--- config.mk ---
export PLATFORM = sky130hd
export DESIGN_NAME = spi_master_ctrl_flat
export DESIGN_NICKNAME = d
export VERILOG_FILES = /design/src/rtl/spi_master_ctrl_pkg.sv /design/src/rtl/spi_master_ctrl_if.sv /design/src/rtl/spi_master_ctrl_clk_gen.sv /design/src/rtl/spi_master_ctrl.sv /design/src/flat_wrapper.sv
export SDC_FILE = /design/constraint.sdc
export NUM_CORES = 1
export LEC_CHECK = 0
export ABC_AREA = 1
export BUFFER_PORTS_ARGS = -buffer_cell sky130_fd_sc_hd__buf_2
export CORE_UTILIZATION = 29
export DETAILED_ROUTE_END_ITERATION = 7
export GPL_TIMING_DRIVEN = 0
export SLEW_MARGIN = 20
export SYNTH_ARGS = -nofsm -noshare
export SYNTH_HDL_FRONTEND = slang
export SYNTH_SLANG_ARGS = --single-unit
--- constraint.sdc ---
create_clock -name clk -period 2.4 [get_ports clk]
set_clock_uncertainty 0.2 [all_clocks]
set_input_delay 0.24 -clock clk [delete_from_list [all_inputs] [get_ports clk]]
set_output_delay 0.24 -clock clk [all_outputs]
set_load 0.02 [all_outputs]
--- src/rtl/spi_master_ctrl_pkg.sv ---
// Shared state encoding, frame geometry and frame builder for the SPI memory master.
package spi_master_ctrl_pkg;

   typedef enum logic [2:0] {
      IDLE  = 3'd0,
      SETUP = 3'd1,
      SHIFT = 3'd2,
      HOLD  = 3'd3,
      GUARD = 3'd4
   } state_t;

   localparam int   FRAME_BITS = 16;
   localparam int   ADDR_W     = 7;
   localparam int   DATA_W     = 8;
   localparam logic RW_READ    = 1'b1;

   // Reads put an all-zero data byte on the wire.
   function automatic logic [FRAME_BITS-1:0] build_frame(input logic              rw,
                                                        input logic [ADDR_W-1:0] addr,
                                                        input logic [DATA_W-1:0] wdata);
      logic [DATA_W-1:0] data;
      data = (rw == RW_READ) ? '0 : wdata;
      return {addr, rw, data};
   endfunction

endpackage

--- src/rtl/spi_master_ctrl_if.sv ---
// Host-side request/response bus of the SPI memory master.
interface spi_master_ctrl_if;
   import spi_master_ctrl_pkg::*;

   logic              req;
   logic              rw;
   logic [ADDR_W-1:0] addr;
   logic [DATA_W-1:0] wdata;
   logic              busy;
   logic              done;
   logic [DATA_W-1:0] rdata;

   modport master (output req, rw, addr, wdata, input  busy, done, rdata);
   modport slave  (input  req, rw, addr, wdata, output busy, done, rdata);

endinterface

--- src/rtl/spi_master_ctrl_clk_gen.sv ---
// Half-period timer: phase-end strobes for every state, sclk toggling only while shifting.
module spi_clk_gen #(
   parameter int CLK_DIV = 4
) (
   input  logic clk,
   input  logic reset_n,
   input  logic en,         // count phases (any non-idle state)
   input  logic toggle_en,  // let sclk toggle at phase ends
   output logic sclk,
   output logic tick,       // last cycle of a CLK_DIV phase
   output logic pre_tick,   // one cycle before tick
   output logic rise,       // sclk goes high at the coming edge
   output logic fall        // sclk goes low at the coming edge
);

   localparam logic [7:0] LAST = 8'(CLK_DIV - 1);
   localparam logic [7:0] PRE  = 8'(CLK_DIV - 2);

   logic [7:0] cnt;

   assign tick     = en && (cnt == LAST);
   assign pre_tick = en && (cnt == PRE);
   assign rise     = tick && toggle_en && !sclk;
   assign fall     = tick && toggle_en &&  sclk;

   // NOTE: registered state uses <= so every flop samples pre-edge values regardless of block order.
   always_ff @(posedge clk or negedge reset_n) begin
      if (!reset_n) begin
         cnt  <= '0;
         sclk <= 1'b0;
      end else begin
         if (!en || tick) cnt <= '0;
         else             cnt <= cnt + 8'd1;

         if (!toggle_en) sclk <= 1'b0;
         else if (tick)  sclk <= !sclk;
      end
   end

endmodule

--- src/rtl/spi_master_ctrl.sv ---
// SPI master issuing one 16-bit {addr, rw, data} frame per accepted host request.
module spi_master_ctrl
   import spi_master_ctrl_pkg::*;
#(
   parameter int CLK_DIV = 4
) (
   input  logic             clk,
   input  logic             reset_n,
   spi_master_ctrl_if.slave bus,
   output logic             cs_pin,
   output logic             sclk_pin,
   output logic             mosi_pin,
   input  logic             miso_pin
);

   state_t                state, state_nxt;
   logic                  tick, pre_tick, rise, fall;
   logic                  cg_en, cg_toggle;
   logic [FRAME_BITS-1:0] tx_shreg;
   logic [DATA_W-1:0]     rx_shreg;
   logic [3:0]            bit_cnt;
   logic                  rw_q;
   logic                  accept, last_bit, guard_end;

   assign accept    = (state == IDLE) && bus.req;
   assign last_bit  = (bit_cnt == 4'(FRAME_BITS - 1));
   assign cg_en     = (state != IDLE);
   assign cg_toggle = (state == SHIFT);
   // done is registered one cycle early so it lands in the last GUARD cycle.
   assign guard_end = (state == GUARD) && pre_tick;
   assign bus.busy  = (state != IDLE) && !bus.done;

   spi_clk_gen #(.CLK_DIV(CLK_DIV)) u_clk_gen (
      .clk       (clk),
      .reset_n   (reset_n),
      .en        (cg_en),
      .toggle_en (cg_toggle),
      .sclk      (sclk_pin),
      .tick      (tick),
      .pre_tick  (pre_tick),
      .rise      (rise),
      .fall      (fall)
   );

   always_ff @(posedge clk or negedge reset_n) begin
      if (!reset_n) state <= IDLE;
      else          state <= state_nxt;
   end

   // NOTE: every output of this block gets a default first, so no path leaves a latch behind.
   always_comb begin
      state_nxt = state;
      cs_pin    = 1'b1;
      mosi_pin  = 1'b0;
      unique case (state)
         IDLE:  if (accept) state_nxt = SETUP;
         SETUP: begin
            cs_pin   = 1'b0;
            mosi_pin = tx_shreg[FRAME_BITS-1];
            if (tick) state_nxt = SHIFT;
         end
         SHIFT: begin
            cs_pin   = 1'b0;
            mosi_pin = tx_shreg[FRAME_BITS-1];
            if (fall && last_bit) state_nxt = HOLD;
         end
         HOLD: begin
            cs_pin = 1'b0;
            if (tick) state_nxt = GUARD;
         end
         GUARD:   if (tick) state_nxt = IDLE;
         default: state_nxt = IDLE;
      endcase
   end

   // Shift registers are plain flops, so they share the async reset with the FSM.
   always_ff @(posedge clk or negedge reset_n) begin
      if (!reset_n) begin
         tx_shreg  <= '0;
         rx_shreg  <= '0;
         bit_cnt   <= '0;
         rw_q      <= 1'b0;
         bus.done  <= 1'b0;
         bus.rdata <= '0;
      end else begin
         bus.done <= guard_end;
         if (accept) begin
            tx_shreg <= build_frame(bus.rw, bus.addr, bus.wdata);
            rx_shreg <= '0;
            bit_cnt  <= '0;
            rw_q     <= bus.rw;
         end else if (fall) begin
            tx_shreg <= {tx_shreg[FRAME_BITS-2:0], 1'b0};
            bit_cnt  <= bit_cnt + 4'd1;
         end
         // Only the data byte (bits 7..0 of the frame) carries read data back.
         if (rise && (rw_q == RW_READ) && (bit_cnt >= 4'(FRAME_BITS - DATA_W)))
            rx_shreg <= {rx_shreg[DATA_W-2:0], miso_pin};
         if (guard_end && (rw_q == RW_READ))
            bus.rdata <= rx_shreg;
      end
   end

endmodule

--- src/flat_wrapper.sv ---
// flat-port wrapper written by rule: the top's interface ports become plain ports
module spi_master_ctrl_flat import spi_master_ctrl_pkg::*;
#(
   parameter int CLK_DIV = 4
)
  (clk, reset_n, cs_pin, sclk_pin, mosi_pin, miso_pin, bus_req, bus_rw, bus_addr, bus_wdata, bus_busy, bus_done, bus_rdata);
  spi_master_ctrl_if bus_i ();
  input  logic clk;
  input  logic reset_n;
  output logic cs_pin;
  output logic sclk_pin;
  output logic mosi_pin;
  input  logic miso_pin;
  input wire logic [$bits(bus_i.req)-1:0] bus_req;
  input wire logic [$bits(bus_i.rw)-1:0] bus_rw;
  input wire logic [$bits(bus_i.addr)-1:0] bus_addr;
  input wire logic [$bits(bus_i.wdata)-1:0] bus_wdata;
  output wire logic [$bits(bus_i.busy)-1:0] bus_busy;
  output wire logic [$bits(bus_i.done)-1:0] bus_done;
  output wire logic [$bits(bus_i.rdata)-1:0] bus_rdata;
  assign bus_i.req = bus_req;
  assign bus_i.rw = bus_rw;
  assign bus_i.addr = bus_addr;
  assign bus_i.wdata = bus_wdata;
  assign bus_busy = bus_i.busy;
  assign bus_done = bus_i.done;
  assign bus_rdata = bus_i.rdata;
  spi_master_ctrl #(.CLK_DIV(CLK_DIV)) u_core (.clk(clk), .reset_n(reset_n), .bus(bus_i), .cs_pin(cs_pin), .sclk_pin(sclk_pin), .mosi_pin(mosi_pin), .miso_pin(miso_pin));
endmodule
### Word-level counts from Yosys, hierarchy flattened

Cells that the tools add are included.

* flip-flop bits (word level): 50
* input port bits: 20
* output and inout port bits: 13
* word-level logic and storage cells: 66

* add/subtract/negate cells: 2
* $lt $le $gt $ge: 1
* eq/ne operators: 13
* mux-type cells: 18
* reduce and logical (&&, ||, !) cells: 23

Operators with widths (number)
* 16-bit two-way mux: 2
* 8-bit two-way mux: 4
* 8-bit by 2-bit == test with 1-bit output, second input constant: 2
* 3-bit two-way mux: 5
* 3-bit one-hot mux with 5 select lines: 1
* 1-bit logical AND: 12
* 8-bit by 1-bit adder with 8-bit output, second input constant: 1
* 4-bit two-way mux: 2
* 3-bit by 2-bit == test with 1-bit output, second input constant: 2
* 2-bit by 1-bit inequality test with 1-bit output, second input constant: 3
* 2-bit inequality test, second input constant: 3
* 5-bit AND reduction: 1
* 4-bit by 1-bit adder with 4-bit output, second input constant: 1
* 4-bit == test, second input constant: 1
* 4-bit greater-or-equal comparator, second input constant: 1
* 1-bit two-way mux: 4
* 2-bit nonzero test: 2
* 3-bit by 1-bit == test with 1-bit output, second input constant: 1
* 3-bit == test, second input constant: 1
* 1-bit zero test: 3
* 3-bit zero test: 1
* 3-bit nonzero test: 1
* 3-bit OR reduction: 1
* 2-bit OR reduction: 1
* 1-bit logical OR: 1

### Logic depth before layout (Yosys ltp)

* depth in word-level cells: 7
* mapped depth: 9
* depth with buffers taken out: 8

### By module

A second synthesis with hierarchy kept.

* cell total of the unflattened synthesis: 285
* area, all modules: 2446.1 µm²

By module, submodules not included
* spi_master_ctrl: times used 1, cells an instance 220, area an instance 1938.1 µm², seq. area each 1026.0 µm²
* spi_clk_gen: times used 1, cells an instance 65, area an instance 508.0 µm², seq. area each 225.2 µm²

### Least setup slack after synthesis

No wires, ideal clock.

* kind: register to register
* from: register u_core.u_clk_gen.cnt[0]
* to: register u_core.tx_shreg[0]
* setup time: 0.122 ns
* arrival time: 1.288 ns
* required time: 2.078 ns
* setup slack: 0.790 ns
* cell stages (with the launch flop): 7
* buffers on the path: 1
* clock period less this slack: 1.610 ns
* cells stage by stage: dfrtp_1 -> ha_1 -> nand2_1 -> nor2_4 -> nand2_2 -> buf_2 -> a32o_1

* longest elaborated chain between the ends: 5

Ends and longest elaborated chain
* start: declaration: line spi_master_ctrl_clk_gen.sv:19 `logic [7:0] cnt;`
* start signal: assignment: line spi_master_ctrl_clk_gen.sv:33 `else cnt <= cnt + 8'd1;`
* 8-bit by 2-bit == test with 1-bit output: line spi_master_ctrl_clk_gen.sv:21 `assign tick = en && (cnt == LAST);`
* 1-bit logical AND: line spi_master_ctrl_clk_gen.sv:21
* 1-bit logical AND (2 in a row): line spi_master_ctrl_clk_gen.sv:24 `assign fall = tick && toggle_en && sclk;`
* 2-bit nonzero test (no source line)
* end signal: assignment: line spi_master_ctrl.sv:88 `tx_shreg <= build_frame(bus.rw, bus.addr, bus.wdata);`
* end signal: assignment: line spi_master_ctrl.sv:93 `tx_shreg <= {tx_shreg[FRAME_BITS-2:0], 1'b0};`
* end: declaration: line spi_master_ctrl.sv:19 `logic [FRAME_BITS-1:0] tx_shreg;`

Every way passes these cells.
A chain may end at the register's enable or synchronous reset.

### Worst setup path after layout

* from: register u_core.state[2]
* to: output mosi_pin

* longest elaborated chain between the ends: 3
* elaborated cells on any way between the ends: 4
* those cells by class: 2 x eq/ne; 1 x mux; 1 x reduce/logical

Ends and longest elaborated chain
* start: declaration: line spi_master_ctrl.sv:16 `state_t state, state_nxt;`
* start signal: assignment: line spi_master_ctrl.sv:47 `else state <= state_nxt;`
* 3-bit by 2-bit == test with 1-bit output / 3-bit by 1-bit == test with 1-bit output (equally long branches): line spi_master_ctrl.sv:55 `unique case (state)`
* 2-bit OR reduction (no source line) *
* 1-bit two-way mux *: line spi_master_ctrl.sv:55
* end: declaration: line flat_wrapper.sv:12 `output logic mosi_pin;`

Every way passes the cells marked *; elsewhere a longest branch is shown, timed or not.

==> out/qor.txt <==
post-synth cell types: 32
starting density of the core: 30.1%
VDD IR max: 0.291 mV
clock tree buffer depth: 2
Tightest Hold Check Type: in -> reg
# H-tree levels: 2
first-pass detailed-route iteration total: 4
crit path capture type: output port
total congestion overflow: 0
switching pwr: 0.00121 W
dpl cell area: 2640 um^2
# Post-CTS Setup Buffers: 0
layout cells sized above 1: 22.7%
Switching Share: 40.7%
most frequent standard cell in the layout excluding fill and tap cells: dfrtp_1
most used cell, CP: inv_1
Pint: 0.00176 W
Leakage: 1.39 nW
Placer Congestion: 0.783
fin area: 2910 um^2
Post-route DRC: 0
chip height: 92.1 um
Mapped Cells: 256
post-route minimum period: 1940 ps
Fmax: 517 MHz
setup violators final: 0
sequential share of power: 42.3%
most frequent cells in the layout: 50 x dfrtp_1, 47 x nand2_1, 33 x buf_2
cts bufs inserted: 5
status: complete, no violations
IO Port Bufs: 32
Top Family by Delay on Critical Path: flip-flops
max_slew headroom: 56.5%
gr usage total: 12.3%
Setup CP Type: reg -> out
routed vias/inst: 4.55
Post-Syn Area per Cell: 9.19 um^2
CP Max Fanout: 4
Ports: 33
Synth warnings: 0
Reg2Reg Setup Slack: 570 ps
clock slew at reported path FFs: 90 ps
Final period util: 80.6%
# rows: 32
vias: 1888
final net count: 336
Area growth, synth to finish: 23.5%
TritonCTS clock tree: built
Combinational Power Share: 40.4%
number of DRC markers after the initial detailed-route iteration: 95
RSZ-0062 raised after global routing: false
Die X: 92.1 um
ant diodes: 0
initial antenna violation count: 0
first-pass GRT wire length: 8.30 mm
Slowest cell on crit path: dfrtp_1
Power Density: 1020 nW/um^2
clock root cell: clkbuf_8
Max Slew Vio Count: 0
pin count of the biggest net entering global routing: 51
Largest stage delay, worst path: 440 ps
Clk pwr share: 17.3%
clock net sink count: 50
Total Power: 0.00296 W
final antenna-violating net count: 0
critical-path cell list: inv_1 > nand2_1 > o21ai_0 > inv_1 > nor2_1 > buf_2
CP Data Required Time: 1960 ps
final wirelength: 4.77 mm
Yosys reg bits: 50
final hold violation count: 0
core area: 7810 um^2
mapped cell area: 2350 um^2
max-cap viol count: 0
WP buf/inv: 3
worst skew pair latency: 310 ps
Util after Layout: 37.2%
Avg WL per Cell: 11.5 um
pre-CTS setup slack: 593 ps
setup TNS: 0 ps
Worst Setup Start Kind: register
sequential area share after synthesis: 53.2%
final worst slack: 465 ps
critical path arrival: 1500 ps
Mapped Nets: 280
vias in the first global route: 1773
worst-margin pin slew: 652 ps
post-DP HPWL: 3.29 mm
die area: 8480 um^2
flip-flops by register name, indices dropped and copies added, names as in the netlist:
name                   flops
u_core.u_clk_gen.sclk      1
u_core.bus.rdata           8
u_core.rx_shreg            8
u_core.u_clk_gen.cnt       8
u_core.state               3
u_core.rw_q                1
u_core.bit_cnt             4
u_core.bus.done            1
u_core.tx_shreg           16
metrics by stage:
stage	cells	hold WS, ps
detailed placement	390	109
global placement	390	251
CTS	415	97.3
global route	415	146
finish	415	95.9
floorplan	256	-256
synth_stat cells:
cell | instances | area, um^2
a21oi_1 | 12 | 60.1
a31oi_1 | 1 | 6.26
a32o_1 | 1 | 10.0
buf_2 | 2 | 10.0
buf_4 | 1 | 7.51
buf_6 | 4 | 45.0
dfrtp_1 | 50 | 1250
ha_1 | 4 | 50.1
inv_1 | 32 | 120
inv_2 | 2 | 7.51
nand2_1 | 47 | 176
nand2_2 | 5 | 31.3
nand3_1 | 14 | 70.1
nand4_1 | 3 | 18.8
nand4_2 | 1 | 12.5
nor2_1 | 26 | 97.6
nor2_2 | 2 | 12.5
nor2_4 | 2 | 22.5
nor2_8 | 1 | 20.0
nor3_1 | 7 | 35.0
nor3_2 | 1 | 10.0
o21a_1 | 2 | 15.0
o21ai_0 | 6 | 30.0
o21ai_1 | 5 | 25.0
o21ai_2 | 8 | 70.1
o21bai_2 | 1 | 11.3
o221ai_1 | 1 | 8.76
o22ai_1 | 8 | 50.1
o311ai_1 | 4 | 35.0
o311ai_2 | 1 | 16.3
xnor2_1 | 1 | 8.76
xor2_1 | 1 | 8.76
power groups by stage:
stage          clock, W  combinational, W  sequential (W)
2_1_floorplan         0          0.000810         0.00133
3_3_place_gp          0           0.00118         0.00126
3_5_place_dp          0           0.00119         0.00127
4_1_cts        0.000528           0.00122         0.00126
5_1_grt        0.000560           0.00135         0.00129
6_report       0.000513           0.00120         0.00125
cell type report:
type	count	area, um^2
timing repair buffer	49	333
fill	811	4900
inverter	34	128
clock inverter	3	23.8
clock buffer	5	68.8
tap	102	128
buffer	7	62.6
multi-input combinational	165	912
sequential	50	1250
routing by layer:
layer	routed length (um)	vias to the layer above	GRT usage [%]
met2	2120	37	19.0
met4	40	0	3.52
met1	2390	898	16.7
li1	-	949	-
met3	217	4	3.48
met5	0	-	0
final timing paths:
kind	startpoint	to	depth (start not counted)
hold / removal	bus_rw	u_core.rw_q	4
setup / recovery	u_core.state[2]	mosi_pin	6
setup reg to reg	u_core.u_clk_gen.cnt[1]	u_core.state[0]	8
hold reg to reg	u_core.u_clk_gen.cnt[0]	u_core.u_clk_gen.cnt[0]	1
max in group asynchronous	reset_n	u_core.bus.rdata[1]	2
min in group asynchronous	reset_n	u_core.u_clk_gen.cnt[2]	2
tightest hold or removal path, stage by stage:
cell	delay, ps
buf_2	90
inv_1	40
nand2_1	80
o21a_1	120
cell families after synthesis:
group / Yosys count / share of synthesized area (%)
xor+xnor: 2 / 0.744
simple gates: 109 / 21.5
buf+inv: 41 / 8.08
flops: 50 / 53.2
fa+ha+maj: 4 / 2.13
compound gates: 50 / 14.4
what timing repair did:
item / in CTS / in global routing
hold buffers: 17 / 0
resized for setup: 0 / 0
hold endpoints to repair: 66 / 0
(Power assumes the default switching activity.)
